[config.mk]
export PLATFORM = sky130hd
export DESIGN_NAME = prog_clk_divider
export DESIGN_NICKNAME = d
export VERILOG_FILES = /design/src/rtl/clk_div_pkg.sv /design/src/rtl/clk_div_chan.sv /design/src/rtl/prog_clk_divider.sv
export SDC_FILE = /design/constraint.sdc
export NUM_CORES = 1
export LEC_CHECK = 0
export CELL_PAD_IN_SITES_DETAIL_PLACEMENT = 0
export CELL_PAD_IN_SITES_GLOBAL_PLACEMENT = 1
export CORE_UTILIZATION = 47
export DETAILED_ROUTE_END_ITERATION = 10
export MAX_ROUTING_LAYER = met4
export PLACE_DENSITY_LB_ADDON = 0.05
export RECOVER_POWER = 25
export SLEW_MARGIN = 20
export SYNTH_ARGS = -nofsm -noshare
export SYNTH_HDL_FRONTEND = slang
export SYNTH_HIERARCHICAL = 1
export SYNTH_SLANG_ARGS = --single-unit
[constraint.sdc]
create_clock -name clk_in -period 3.2 [get_ports clk_in]
set_input_delay 0.48 -clock clk_in [delete_from_list [all_inputs] [get_ports clk_in]]
set_output_delay 0.48 -clock clk_in [all_outputs]
set_load 0.05 [all_outputs]
[src/rtl/clk_div_pkg.sv]
// Shared constants and types for the programmable clock divider.
// Divisor encoding: 0 switches a channel off, 1 runs as 2.
package clk_div_pkg;

    localparam int DEF_NCH  = 4;
    localparam int DEF_W    = 8;
    localparam int DEF_DIV  = 2;
    localparam int DIV_OFF  = 0;
    localparam int DIV_MIN  = 2;

    typedef enum logic [1:0] {
        MODE_DISABLED = 2'd0,
        MODE_OFF      = 2'd1,
        MODE_RUN      = 2'd2
    } chan_mode_e;

endpackage

[src/rtl/clk_div_chan.sv]
// One divider channel: shadow/active divisor pair, period counter and registered outputs.
// Divisor changes are applied only at a period boundary (wrap, sync, disable or channel off).
module clk_div_chan
    import clk_div_pkg::*;
#(
    parameter int W       = DEF_W,
    parameter int DEF_DIV = clk_div_pkg::DEF_DIV
) (
    input  logic         clk_in,
    input  logic         rst_n,
    input  logic [W-1:0] i_div,
    input  logic         i_load,
    input  logic         i_en,
    input  logic         i_sync,
    output logic         o_clk,
    output logic         o_tick,
    output logic         o_pending
);

    logic [W-1:0] r_shadow;
    logic [W-1:0] r_active;
    logic [W-1:0] r_cnt;
    logic         r_pending;
    logic         r_clk;
    logic         r_tick;

    logic [W-1:0] w_new_shadow;
    logic         w_has_pend;
    logic [W-1:0] w_deff;
    logic [W-1:0] w_last_val;
    logic [W-1:0] w_half;
    logic         w_at_last;
    logic         w_boundary;
    chan_mode_e   w_mode;

    // Effective divisor: a programmed 1 runs as the minimum divisor of 2.
    function automatic logic [W-1:0] eff_div(input logic [W-1:0] d);
        eff_div = (d == W'(1)) ? W'(DIV_MIN) : d;
    endfunction

    // Decode channel mode, boundary condition and the shadow bypass value.
    always_comb begin
        w_new_shadow = i_load ? i_div : r_shadow;
        w_has_pend   = i_load | r_pending;
        w_deff       = eff_div(r_active);
        w_half       = w_deff >> 1;
        w_mode       = MODE_RUN;
        w_last_val   = {W{1'b0}};
        w_at_last    = 1'b0;
        case ({i_en, (r_active == W'(DIV_OFF))})
            2'b00, 2'b01: w_mode = MODE_DISABLED;
            2'b11:        w_mode = MODE_OFF;
            2'b10:        w_mode = MODE_RUN;
            default:      w_mode = MODE_DISABLED;
        endcase
        // D-1 is only formed for a running channel, where D is at least 2.
        w_last_val = (w_mode == MODE_RUN) ? (w_deff - W'(1)) : {W{1'b0}};
        w_at_last  = (w_mode == MODE_RUN) ? (r_cnt == w_last_val) : 1'b0;
        w_boundary = (w_mode != MODE_RUN) | i_sync | w_at_last;
    end

    // Divisor bookkeeping, period counter and registered clock/tick outputs.
    always_ff @(posedge clk_in or negedge rst_n) begin
        if (!rst_n) begin
            r_shadow  <= W'(DEF_DIV);
            r_active  <= W'(DEF_DIV);
            r_cnt     <= {W{1'b0}};
            r_pending <= 1'b0;
            r_clk     <= 1'b0;
            r_tick    <= 1'b0;
        end else begin
            r_shadow <= w_new_shadow;
            if (w_boundary && w_has_pend) begin
                r_active  <= w_new_shadow;
                r_pending <= 1'b0;
            end else begin
                r_pending <= w_has_pend;
            end
            case (w_mode)
                MODE_RUN: begin
                    r_clk  <= (r_cnt < w_half);
                    r_tick <= w_at_last;
                    r_cnt  <= (i_sync || w_at_last) ? {W{1'b0}} : (r_cnt + W'(1));
                end
                MODE_OFF, MODE_DISABLED: begin
                    r_clk  <= 1'b0;
                    r_tick <= 1'b0;
                    r_cnt  <= {W{1'b0}};
                end
                default: begin
                    r_clk  <= 1'b0;
                    r_tick <= 1'b0;
                    r_cnt  <= {W{1'b0}};
                end
            endcase
        end
    end

    assign o_clk     = r_clk;
    assign o_tick    = r_tick;
    assign o_pending = r_pending;

endmodule

[src/rtl/prog_clk_divider.sv]
// Multi-channel programmable clock divider: slices the divisor bus per channel and
// fans out the common sync strobe. Channels share no state.
module prog_clk_divider
    import clk_div_pkg::*;
#(
    parameter int NCH     = DEF_NCH,
    parameter int W       = DEF_W,
    parameter int DEF_DIV = clk_div_pkg::DEF_DIV
) (
    input  logic             clk_in,
    input  logic             rst_n,
    input  logic [NCH*W-1:0] div_in,
    input  logic [NCH-1:0]   div_load,
    input  logic [NCH-1:0]   en,
    input  logic             sync,
    output logic [NCH-1:0]   clk_out,
    output logic [NCH-1:0]   tick,
    output logic [NCH-1:0]   pending
);

    genvar g;
    generate
        for (g = 0; g < NCH; g++) begin : g_chan
            clk_div_chan #(
                .W       (W),
                .DEF_DIV (DEF_DIV)
            ) u_chan (
                .clk_in    (clk_in),
                .rst_n     (rst_n),
                .i_div     (div_in[g*W +: W]),
                .i_load    (div_load[g]),
                .i_en      (en[g]),
                .i_sync    (sync),
                .o_clk     (clk_out[g]),
                .o_tick    (tick[g]),
                .o_pending (pending[g])
            );
        end
    endgenerate

endmodule
==> results.md, run 1 <==
- Global-route wire length before repair: 21300 µm
- # diodes: 0
- Delay-heaviest family, CP: compound AO/OA/AOI/OAI gates
- Worst Path Max Fanout: 8
- Fmax: around 0.34 GHz
- Post-synth top area share: 0.396
- Placed Cells: 781
- Failing checks: capacitance limit, slew limit
- Slew @ Worst Pin: 2.61 ns
- GRT Total Usage: 0.197
- Main combinational cell family by area after synthesis: simple AND/OR/NAND/NOR gates
- Crit path kind: flop to flop
- Simple-gate share of the synthesized area: 0.143
- Endpoints failing setup: 0
- Routability cong.: 0.796
- Setup Fix Bufs, Post-CTS: 0
- Clock Skew: 0.00678 ns
- Critical path cell sequence: inv_1 > ha_1 > or4b_1 > o21ai_0 > a32oi_1 > nand3_1 > a31o_1 > o21a_1 > mux2_4
- Mapped Area: 0.00633 mm²
- DR WL/cell: 15.3 µm
- Initial drt markers: 171
- Num CTS Buffers: 9
- Post-Syn Instances: 564
- Syn_nets: 647
- Via count: 4191
- Synth top cells by count: 100 x dfrtp_1, 56 x nor2_1, 44 x xnor2_1
- Crit end category: flop
- Peak VDD IR: 412 µV
- Initial Util: 0.480
- Largest net degree at the start of global routing: 62
- Vias/cell: about 5.3
- CTS root buf: clkbuf_16
- Post-synthesis mux area share: 0.133
- XOR/XNOR Fraction of Synth Area: 0.0886
- Worst Hold Class: flop to flop
- Arr. time, crit path: 3.19 ns
- Startpoint Class: flop
- Layout area overhead: 14.8%
- RSZ-0062 raised after global routing: false
- Most common cell in the netlist: dfrtp_1
- Rows: 42
- Status: complete, but fails checks
- Dominant synthesized flop cell: dfrtp_1
- Final WL: 12200 µm
- Leakage power: 3.21 nW
- Crit path required time: 3.44 ns
- Syn Area/Cell: 11.2 µm²
- Synthesized flop and latch total: 108
- Buf/Inv on CP: 1
- Max-slew violations: 48
- Seq/Total Area, Yosys: 0.429
- Min Clock Period, post-route: 2.95 ns
- Die width: 118 µm
- Crit share post-route: 0.922
- Die ar.: approximately 0.014 mm²
- Largest stage delay on the critical path: between 0.5 and 0.6 ns
- Synth warnings: 6
- Synth Area in Adders: 0.0791
- Initial antenna violation count: 0
- Synth area leader: dfrtp_1
- Clock Sinks: around 110
- R2r setup slk: approximately 0.25 ns
- Slowest cell on crit path: o21ai_0
- Synth top area cells: dfrtp_1 40%, ha_1 7.9%, mux2_4 7.6%, xnor2_1 6.1%, mux2_2 5.7%
- CTS tree: yes
- DP HPWL: roughly 9000 µm
- Post-layout util: 0.550
- Die height: around 120 µm
- Post-synth EDFFs: 0
- Total gr overflow: 0
- Reg clk slew, reported paths: 0.07 ns
- Fin cells: ~800
- DRC: 0
- CTS H-tree lvls: 3
- Slew margin rel.: -0.738
- Total of max-cap violations: 1
- Drt first pass iters: 6
- Boundary Pins: 55
- Count of cell types in the netlist: 35
- Clk Latency, worst-skew pair: roughly 0.35 ns
- Antenna viol nets, final: 0
- Layout cell share with drive strength beyond 1: 0.172
- Vias in the first global route: 4286
- Max clock buf depth: 2
- Nets: around 700
- Asr flop ratio synth: 1.00
- Compound-Gate Fraction of Synth Area: 0.0799
- Fin. Hold Viols: 0
- Core ar.: about 0.013 mm²
- PwrDens: 497 mW/mm²
- Setup TNS: 0 ns
- I/O Buffers: 54
## final timing paths
path                                                   start  cells past startpoint                           end
worst max-delay path            g_chan[3].u_chan/r_active[0]                      9  g_chan[3].u_chan/r_active[2]
worst min-delay path            g_chan[0].u_chan/r_shadow[3]                      1  g_chan[0].u_chan/r_shadow[3]
worst max register to register  g_chan[3].u_chan/r_active[0]                      9  g_chan[3].u_chan/r_active[2]
worst min register to register  g_chan[0].u_chan/r_shadow[3]                      1  g_chan[0].u_chan/r_shadow[3]
max in group asynchronous                              rst_n                      1       g_chan[1].u_chan/o_tick
min in group asynchronous                              rst_n                      1  g_chan[3].u_chan/r_shadow[7]
## metal layers
metal	track usage	share of wire
met2	0.315	0.47
met4	0.0489	0.012
met5	-	0
met3	0.0460	0.027
met1	0.253	0.49
## cells by family after synthesis
group / after synthesis
muxes: 64
adders and majority gates: 40
DFF: 108
and+or+nand+nor: 160
xor gates and xnor gates: 64
buffers and inverters: 56
AOI/OAI and AO/OA: 72
## through the flow
| stage | instance area, µm² | setup WS, ns | total power, mW | hold WS (ns) |
|---|---|---|---|---|
| floorplan | 6330 | 0.583 | 2.35 | 0.184 |
| finish | 7260 | 0.250 | 3.60 | 0.499 |
| global placement | 6980 | 0.263 | 2.56 | 0.484 |
| detailed placement | 6980 | 0.263 | 2.58 | 0.486 |
| CTS | 7260 | 0.268 | 3.66 | 0.156 |
| global route | 7260 | 0.00863 | 3.83 | 0.509 |
## sequential cells by signal, indices dropped and copies added (netlist names)
signal	count
g_chan.u_chan/r_shadow	32
g_chan.u_chan/o_clk	4
g_chan.u_chan/o_tick	4
g_chan.u_chan/r_cnt	32
g_chan.u_chan/r_active	32
g_chan.u_chan/o_pending	4
## power by group
part	total [mW]	internal, mW	switching, mW
Sequential	1.68	1.51	0.175
Clock	1.05	0.531	0.520
Combinational	0.869	0.464	0.405
## area by class of cell
type / instances / area [µm²]
Clock inverter: 7 / 52.6
Inverter: 36 / 135
Multi-Input combinational cell: 400 / 3310
Sequential cell: 108 / 2710
Fill cell: 1199 / 5930
Tap cell: 176 / 220
Clock buffer: 9 / 225
Timing Repair Buffer: 61 / 599
## placed cells by master (no fill, tap or decap), types with 6 or more instances in the layout
master,n
nand2b_1,12
nor4_1,8
o31ai_1,8
a2111oi_0,7
dfstp_2,8
clkbuf_16,9
clkdlybuf4s50_1,53
ha_1,40
a21oi_1,12
nand4b_1,8
and3_1,16
nand3_1,12
o21ai_0,12
mux2_2,32
o21a_1,12
mux2_4,32
dfrtp_1,100
buf_4,6
or3_4,8
nand2_1,12
xnor2_1,44
xor2_1,20
nor2_1,56
inv_1,36
## repair_timing
action                     in CTS  in global routing
setup endpoints to repair       0                  7
hold buffers                    0                  0
resized for setup               0                  1
Power figures use the tool's default switching activity.
==> run 2, diff against run 1 <==
- CAP_MARGIN: not set -> 20
- CORE_ASPECT_RATIO: not set -> 0.9
==> results.md, run 2 (synthesis results as in run 1) <==
- Max clock buf depth: 2 (unchanged)
- Total gr overflow: 0 (unchanged)
- Smallest hold slack: 0.468 ns (-0.0309 ns)
- Core ar.: 0.0129 mm² (-2.0%)
- Final WL: 12300 µm (+0.93%)
- Crit share post-route: 0.920 (-0.00218)
- Worst setup margin: 0.257 ns (+0.00699 ns)
- Post-CTS sizing: 0 (unchanged)
- Most frequent cells in the layout: 100 x dfrtp_1, 56 x nor2_1, 53 x clkdlybuf4s50_1
- Vias/cell: 5.36 (+1.9%)
- Antenna viol nets, final: 0 (unchanged)
- Peak VDD IR: 288 µV (-30%)
- GRT Total Usage: 0.199 (+0.00194)
- CTS H-tree lvls: 3 (unchanged)
- R2r setup slk: 0.26 ns (about the same)
- Status: complete, no violations
- Setup TNS: 0 ns (unchanged)
- Delay-heaviest family, CP: compound AO/OA/AOI/OAI gates
- Crit path kind: flop to flop
- Critical path cell sequence: inv_1 > ha_1 > or4b_1 > o21ai_0 > a32oi_1 > nand3_1 > a31o_1 > o21a_1 > mux2_4
- RSZ-0062 raised after global routing: false
- I/O Buffers: 54 (unchanged)
- Total of max-cap violations: 0 (-1)
- Initial drt markers: 208 (+22%)
- Layout cell share with drive strength beyond 1: 0.177 (+0.00426)
- Via count: 4215 (+0.57%)
- Setup Fix Bufs, Post-CTS: 0 (unchanged)
- Crit path required time: 3.44 ns (about the same)
- Largest net degree at the start of global routing: 58 (-6.5%)
- Slowest cell on crit path: o21ai_0
- Num CTS Buffers: 9 (unchanged)
- Fin. Hold Viols: 0 (unchanged)
- Slew margin rel.: 0.0291 (+0.767)
- Reg2reg path depth: 9 (unchanged)
- Startpoint Class: flop
- Global-route wire length before repair: 21700 µm (+1.9%)
- Endpoints failing setup: 0 (unchanged)
- Layout area overhead: 14.9%
- Largest stage delay on the critical path: 0.46 ns (-0.06 ns)
- CTS Hold Bufs: 0 (unchanged)
- Clock Sinks: 108 (unchanged)
- Routability cong.: 0.780 (-2.0%)
- DP HPWL: 9070 µm (+0.33%)
- Biggest regs: g_chan.u_chan/r_active (32), g_chan.u_chan/r_cnt (32), g_chan.u_chan/r_shadow (32)
- Max-slew violations: 0 (-100%)
- Worst Path Max Fanout: 8 (unchanged)
- Die height: 112 µm (-5.0%)
- CTS root buf: clkbuf_16
- CTS tree: yes
- Reg clk slew, reported paths: 0.08 ns (about the same)
- Reg-to-Reg Start: g_chan[0].u_chan/r_active[0]
- Final Cell Area: 0.00727 mm² (+0.10%)
- DP Worst Slack: 0.275 ns (+0.0121 ns)
- Clock Skew: 0.00922 ns (+0.00244 ns)
- DRC: 0 (unchanged)
- Min Clock Period, post-route: 2.94 ns (-0.00699 ns)
- Worst R2R End: g_chan[0].u_chan/r_active[2]
- Crit end category: flop
- Initial antenna violation count: 0 (unchanged)
- Commonest non-fill, non-tap cell in the layout: dfrtp_1
- Slew @ Worst Pin: 1.46 ns (-1.15 ns)
- Power, Total: 3.63 mW (+0.70%)
- Initial Util: 0.489 (+0.00961)
- DR WL/cell: 15.7 µm (+2.2%)
- Fmax: 0.340 GHz (+0.24%)
- Nets: 701 (+0.29%)
- Die width: 124 µm (+5.3%)
- Placed cell areas: 0.00698 mm² (unchanged)
- Boundary Pins: 55 (unchanged)
- Die ar.: 0.0139 mm² (about the same)
- Rows: 39 (-7.1%)
- Vias in the first global route: 4406 (+2.8%)
- Worst Hold Class: primary input to async pin
- Clk Latency, worst-skew pair: 0.35 ns (about the same)
- Arr. time, crit path: 3.18 ns (about the same)
- Leakage power: 3.23 nW (+0.76%)
- PwrDens: 499 mW/mm² (+0.60%)
- CP Launch Point: g_chan[0].u_chan/r_active[0]
- Drt first pass iters: 4 (-2)
- Buf/Inv on CP: 1 (unchanged)
- # diodes: 0 (unchanged)
-- run 2: per-layer routing --
layer | vias up | track usage | share of wire
met2 | 57 | 0.296 | 0.45
li1 | 2074 | - | -
met1 | 2073 | 0.268 | 0.50
met4 | 0 | 0.0562 | 0.014
met5 | - | - | 0
met3 | 11 | 0.0520 | 0.032
-- run 2: how the worst max path moves through the flow --
stage,endpoint,slack [ns],depth (start not counted)
3_5_place_dp,g_chan[0].u_chan/r_active[5],0.27,9
2_1_floorplan,g_chan[0].u_chan/r_active[0],0.58,11
6_report,g_chan[0].u_chan/r_active[2],0.26,9
4_1_cts,g_chan[0].u_chan/r_active[2],0.26,9
5_1_grt,g_chan[0].u_chan/r_active[2],0.005,9
3_3_place_gp,g_chan[2].u_chan/r_active[5],0.36,10
-- run 2: power by group --
group / internal [mW] / total (mW) / switching, mW / leakage (nW)
registers: 1.51 / 1.68 / 0.172 / 1.34
logic: 0.466 / 0.874 / 0.407 / 1.76
clock network: 0.555 / 1.07 / 0.519 / 0.135
total: 2.53 / 3.63 / 1.10 / 3.23
-- run 2: through the flow --
| stage | std cells | util |
|---|---|---|
| global placement | 771 | 0.540 |
| global route | 787 | 0.562 |
| CTS | 787 | 0.562 |
| detailed placement | 771 | 0.540 |
| floorplan | 564 | - |
| finish | 787 | 0.562 |
-- run 2: cell type report --
cell class | instances | area, µm²
clock buffers | 10 | 239
clock inverters | 6 | 46.3
fillers | 1109 | 5660
inverters | 36 | 135
multi-input cells | 400 | 3310
flip-flops and latches | 108 | 2710
well taps | 164 | 205
repair buffers | 63 | 616
==> run 3, diff against run 2 <==
- CTS_BUF_LIST: not set -> sky130_fd_sc_hd__clkbuf_16
==> results.md, run 3 (synthesis results as in run 1) <==
- Total of max-cap violations: 0 (unchanged)
- Post-CTS sizing: 0 (unchanged)
- Critical path cell sequence: inv_1 > ha_1 > or4b_1 > o21ai_0 > a32oi_1 > nand3_1 > a31o_1 > o21a_1 > mux2_4
- # diodes: 0 (unchanged)
- Nets: 701 (unchanged)
- Total gr overflow: 0 (unchanged)
- Rows: 39 (unchanged)
- Crit path required time: 3.44 ns (about the same)
- Die height: 112 µm (unchanged)
- CTS tree: yes
- Initial antenna violation count: 0 (unchanged)
- Crit share post-route: 0.920 (unchanged)
- Largest net degree at the start of global routing: 58 (unchanged)
- Delay-heaviest family, CP: compound AO/OA/AOI/OAI gates
- Fillers: 1110 (+0.090%)
- Setup TNS: 0 ns (unchanged)
- Arr. time, crit path: 3.18 ns (about the same)
- Worst R2R End: g_chan[0].u_chan/r_active[2]
- Buf/Inv on CP: 1 (unchanged)
- Routability cong.: 0.780 (unchanged)
- Die ar.: 0.0139 mm² (unchanged)
- Layout cell share with drive strength beyond 1: 0.175 (-0.00161)
- DP HPWL: 9070 µm (unchanged)
- Largest stage delay on the critical path: 0.46 ns (about the same)
- Leakage power: 3.23 nW (-0.17%)
- Area of the multi-input gates: 0.00331 mm² (unchanged)
- DRC: 0 (unchanged)
- Antenna viol nets, final: 0 (unchanged)
- DR WL/cell: 15.7 µm (about the same)
- Reg clk slew, reported paths: 0.08 ns (about the same)
- Max clock buf depth: 2 (unchanged)
- Core ar.: 0.0129 mm² (unchanged)
- Clock Skew: 0.00922 ns (-0.000000610 ns)
- CTS H-tree lvls: 3 (unchanged)
- Min Clock Period, post-route: 2.94 ns (unchanged)
- Vias in the first global route: 4406 (unchanged)
- CTS root buf: clkbuf_16
- Initial Util: 0.489 (unchanged)
- GRT Total Usage: 0.199 (unchanged)
- Status: complete, no violations
- Boundary Pins: 55 (unchanged)
- Crit end category: flop
- Most frequent cells in the layout: 100 x dfrtp_1, 56 x nor2_1, 53 x clkdlybuf4s50_1
- Commonest non-fill, non-tap cell in the layout: dfrtp_1
- I/O Buffers: 54 (unchanged)
- Die width: 124 µm (unchanged)
- Vias/cell: 5.36 (unchanged)
- WP depth: 9 (unchanged)
- CTS Hold Bufs: 0 (unchanged)
- Layout area overhead: 14.7%
- Slowest cell on crit path: o21ai_0
- Endpoints failing setup: 0 (unchanged)
- Fmax: 0.340 GHz (unchanged)
- Setup Fix Bufs, Post-CTS: 0 (unchanged)
- Crit path kind: flop to flop
- Biggest regs: g_chan.u_chan/r_active (32), g_chan.u_chan/r_cnt (32), g_chan.u_chan/r_shadow (32)
- Num CTS Buffers: 9 (unchanged)
- Clk Latency, worst-skew pair: 0.35 ns (about the same)
- Via count: 4215 (unchanged)
- Final Cell Area: 0.00726 mm² (-0.14%)
- FF/Latch Area: 0.00271 mm² (unchanged)
- Final WL: 12300 µm (about the same)
- Global-route wire length before repair: 21700 µm (unchanged)
- Initial drt markers: 202 (-2.9%)
- Max-slew violations: 0 (unchanged)
- Clock Sinks: 108 (unchanged)
- Peak VDD IR: 288 µV (about the same)
- RSZ-0062 raised after global routing: false
- R2r setup slk: 0.26 ns (about the same)
- Reg-to-Reg Start: g_chan[0].u_chan/r_active[0]
- Slew margin rel.: 0.0286 (-0.000501)
- Placed cell areas: 0.00698 mm² (unchanged)
- PwrDens: 497 mW/mm² (-0.56%)
- Worst Hold Class: primary input to async pin
- Drt first pass iters: 4 (unchanged)
- Fin. Hold Viols: 0 (unchanged)
- Slew @ Worst Pin: 1.46 ns (+0.000752 ns)
- Reg2reg path depth: 9 (unchanged)
- Startpoint Class: flop
- Worst Path Max Fanout: 8 (unchanged)
## run 3: stage by stage
stage                     power (mW)  hold WS (ns)   util  cells  setup slack [ns]
after floorplan                 2.35         0.184      -    564             0.583
after global placement          2.56         0.480  0.540    771             0.359
after detailed placement        2.59         0.487  0.540    771             0.275
after CTS                       3.66         0.213  0.561    787             0.257
after global routing            3.84         0.516  0.561    787           0.00457
final                           3.60         0.470  0.561    787             0.257
## run 3: power by group
| group | internal [mW] | switching (mW) | total [mW] | leakage [nW] |
|---|---|---|---|---|
| sequential | 1.51 | 0.172 | 1.68 | 1.34 |
| clock | 0.531 | 0.518 | 1.05 | 0.130 |
| combinational | 0.466 | 0.407 | 0.873 | 1.76 |
| total | 2.51 | 1.10 | 3.60 | 3.23 |
## run 3: worst max-delay path by stage
stage	end	slack [ns]	startpoint
floorplan	g_chan[0].u_chan/r_active[0]	0.58	g_chan[0].u_chan/r_active[0]
global placement	g_chan[2].u_chan/r_active[5]	0.36	g_chan[2].u_chan/r_active[0]
detailed placement	g_chan[0].u_chan/r_active[5]	0.27	g_chan[0].u_chan/r_active[1]
CTS	g_chan[0].u_chan/r_active[2]	0.26	g_chan[0].u_chan/r_active[0]
global route	g_chan[0].u_chan/r_active[2]	0.005	g_chan[0].u_chan/r_active[0]
finish	g_chan[0].u_chan/r_active[2]	0.26	g_chan[0].u_chan/r_active[0]
## run 3: layout make-up
type	instances	share of cell area
multi-input cells	400	0.457
flip-flops and latches	108	0.374
repair buffers	63	0.0848
clock buffers	9	0.0310
well taps	164	0.0283
inverters	36	0.0186
clock inverters	7	0.00690
## run 3: routing by layer
metal,routed length [µm],vias to the layer above,GRT usage
met4,178,0,0.0562
met2,5580,59,0.296
met1,6170,2071,0.268
met5,0,-,-
met3,406,11,0.0520
li1,-,2074,-
==> variant (config.mk and constraints of run 1) <==
Add an input register stage for `div_in`, `div_load`, `en` and `sync`; this delays them by one clock.
--- a/src/rtl/prog_clk_divider.sv
+++ b/src/rtl/prog_clk_divider.sv
@@ -18,6 +18,18 @@
     output logic [NCH-1:0]   pending
 );
 
+    logic [NCH*W-1:0] div_q;
+    logic [NCH-1:0] div_load_q;
+    logic [NCH-1:0] en_q;
+    logic sync_q;
+
+    always_ff @(posedge clk_in) begin
+        div_q      <= div_in;
+        div_load_q <= div_load;
+        en_q       <= en;
+        sync_q     <= sync;
+    end
+
     genvar g;
     generate
         for (g = 0; g < NCH; g++) begin : g_chan
@@ -27,10 +39,10 @@
             ) u_chan (
                 .clk_in    (clk_in),
                 .rst_n     (rst_n),
-                .i_div     (div_in[g*W +: W]),
-                .i_load    (div_load[g]),
-                .i_en      (en[g]),
-                .i_sync    (sync),
+                .i_div     (div_q[g*W +: W]),
+                .i_load    (div_load_q[g]),
+                .i_en      (en_q[g]),
+                .i_sync    (sync_q),
                 .o_clk     (clk_out[g]),
                 .o_tick    (tick[g]),
                 .o_pending (pending[g])
Function: changed (Yosys sat finds a counterexample within 4 cycles, from zero or initial values and one cycle with rst_n low).
==> variant against run 1 <==
Largest cell class is now sequential cells. Critical path type unchanged. Worst hold slack worse by 140 ps. Core utilization up 2.0 points. Synthesized area up 13%. Largest power group unchanged. Cell count up 8.4%. Final area up 16%. Power up 38%. Sequential cell count up 41. Setup slack better by 25 ps. The flow finishes with violations (DRC). Wire length up 5.8%.
==> variant: results (changes against run 1) <==
.. list-table::
   :header-rows: 1

   * - Metric
     - Value
   * - Status
     - finished with violations
   * - Violated checks
     - DRC
   * - Setup slack, reg-to-reg
     - 280 ps (+30 ps)
   * - Largest net degree at the start of global routing
     - 57 (-8.1%)
   * - Placement Cell Area
     - 7830 sq um (+12%)
   * - Fraction of final layout cells sized beyond drive strength 1
     - 18.5% (+1.3 points)
   * - Final net count
     - 750 (+7.3%)
   * - Met2 wire length
     - 5950 um (+3.0%)
   * - Reg-to-Reg End
     - g_chan[3].u_chan/r_active[7]$_DFFE_PN0P_
   * - Metal3 WL
     - 359 um (+10%)
   * - Ranking of synthesized cells by instance count
     - sky130_fd_sc_hd__dfrtp_1 (100), sky130_fd_sc_hd__nor2_1 (56), sky130_fd_sc_hd__xnor2_1 (44)
   * - Share of flip-flops with an asynchronous set or reset
     - 72.5% (-28 points)
   * - Remaining design rule violation count
     - 4 (+4)
   * - DRT iter0 DRCs
     - 162 (-5.3%)
   * - Global router's overall resource usage
     - 18.7% (-1.0 points)
   * - Achievable Freq
     - 342 MHz (+0.87%)
   * - Worst vdd rail ir drop
     - 0.371 mV (-10%)
   * - Routability Congestion
     - 0.842 (+5.7%)
   * - Portion of the post-synthesis area used by sequential elements
     - 49.4% (+6.6 points)
   * - Largest cells by area after synthesis
     - sky130_fd_sc_hd__dfrtp_1 (35%), sky130_fd_sc_hd__dfxtp_1 (11%), sky130_fd_sc_hd__ha_1 (7.0%)
   * - Clock H-tree levels
     - 4 (+1)
   * - Number of global-route vias before repair
     - 4659 (+8.7%)
   * - Worst endpoint data arrival time
     - 3230 ps (+40 ps)
   * - Switching power summed over all nets
     - 1.45 mW (+31%)
   * - HPWL Detailed
     - 9320 um (+3.1%)
   * - Global-route wire length before repair
     - 22500 um (+5.8%)
   * - Pre-CTS setup slack
     - 306 ps (+43.5 ps)
   * - Routed length on met1
     - 6490 um (+8.6%)
   * - Count of distinct cell types in the synthesized netlist
     - 36 (+2.9%)
   * - Slew at the pin closest to its max-slew limit
     - 1390 ps (-1220 ps)
   * - Gate power share
     - 17.1% (-7.0 points)
   * - Worst setup endpoint
     - g_chan[3].u_chan/r_active[7]$_DFFE_PN0P_
   * - Leak pwr
     - 3.73 nW (+16%)
   * - Reported max-cap violation count
     - 0 (-1)
   * - Number of filler instances in the final layout
     - 1227 (+2.3%)
   * - Via count of the routed design
     - 4432 (+5.8%)
-- variant: changes by cell type after synthesis, sizes merged --
cell   before  now
dfxtp       0   41
-- variant: per-stage QoR --
step / utilization, % / power [mW] / instances / hold WS (ps)
6_report: 57.1 / 4.98 / 864 / 363
5_1_grt: 57.1 / 5.24 / 864 / 487
4_1_cts: 57.1 / 5.06 / 864 / 120
3_5_place_dp: 53.3 / 3.14 / 832 / 471
3_3_place_gp: 53.3 / 3.11 / 832 / 463
2_1_floorplan: - / 2.90 / 605 / 184
-- variant: logic make-up (layout without fill, tap and decap cells) --
logic type               after synthesis  after routing  share of synthesized area (%)
AO/OA/AOI/OAI                         72             72                           7.07
XOR/XNOR                              64             64                           7.84
adder cells (fa/ha/maj)               40             40                           7.00
buffers and inverters                 56            131                           4.20
flip-flops                           149            149                           49.4
multiplexers                          64             64                           11.8
AND/OR/NAND/NOR                      160            160                           12.7
-- variant: area by class of cell --
| class | count | area [sq um] | share of cell area, % |
|---|---|---|---|
| clock inverters | 15 | 138 | 1.64 |
| inverters | 36 | 135 | 1.61 |
| clock buffers | 17 | 425 | 5.07 |
| multi-input cells | 400 | 3310 | 39.5 |
| well taps | 184 | 230 | 2.74 |
| repair buffers | 63 | 616 | 7.34 |
| flip-flops and latches | 149 | 3530 | 42.1 |
-- variant: critical path, stage by stage (launching register included) --
cell	delay [ps]
sky130_fd_sc_hd__dfstp_2	390
sky130_fd_sc_hd__inv_1	100
sky130_fd_sc_hd__ha_1	150
sky130_fd_sc_hd__nor4b_1	560
sky130_fd_sc_hd__a21oi_1	180
sky130_fd_sc_hd__xnor2_1	160
sky130_fd_sc_hd__nor4_1	270
sky130_fd_sc_hd__a31o_1	230
sky130_fd_sc_hd__o21a_1	430
sky130_fd_sc_hd__mux2_4	340
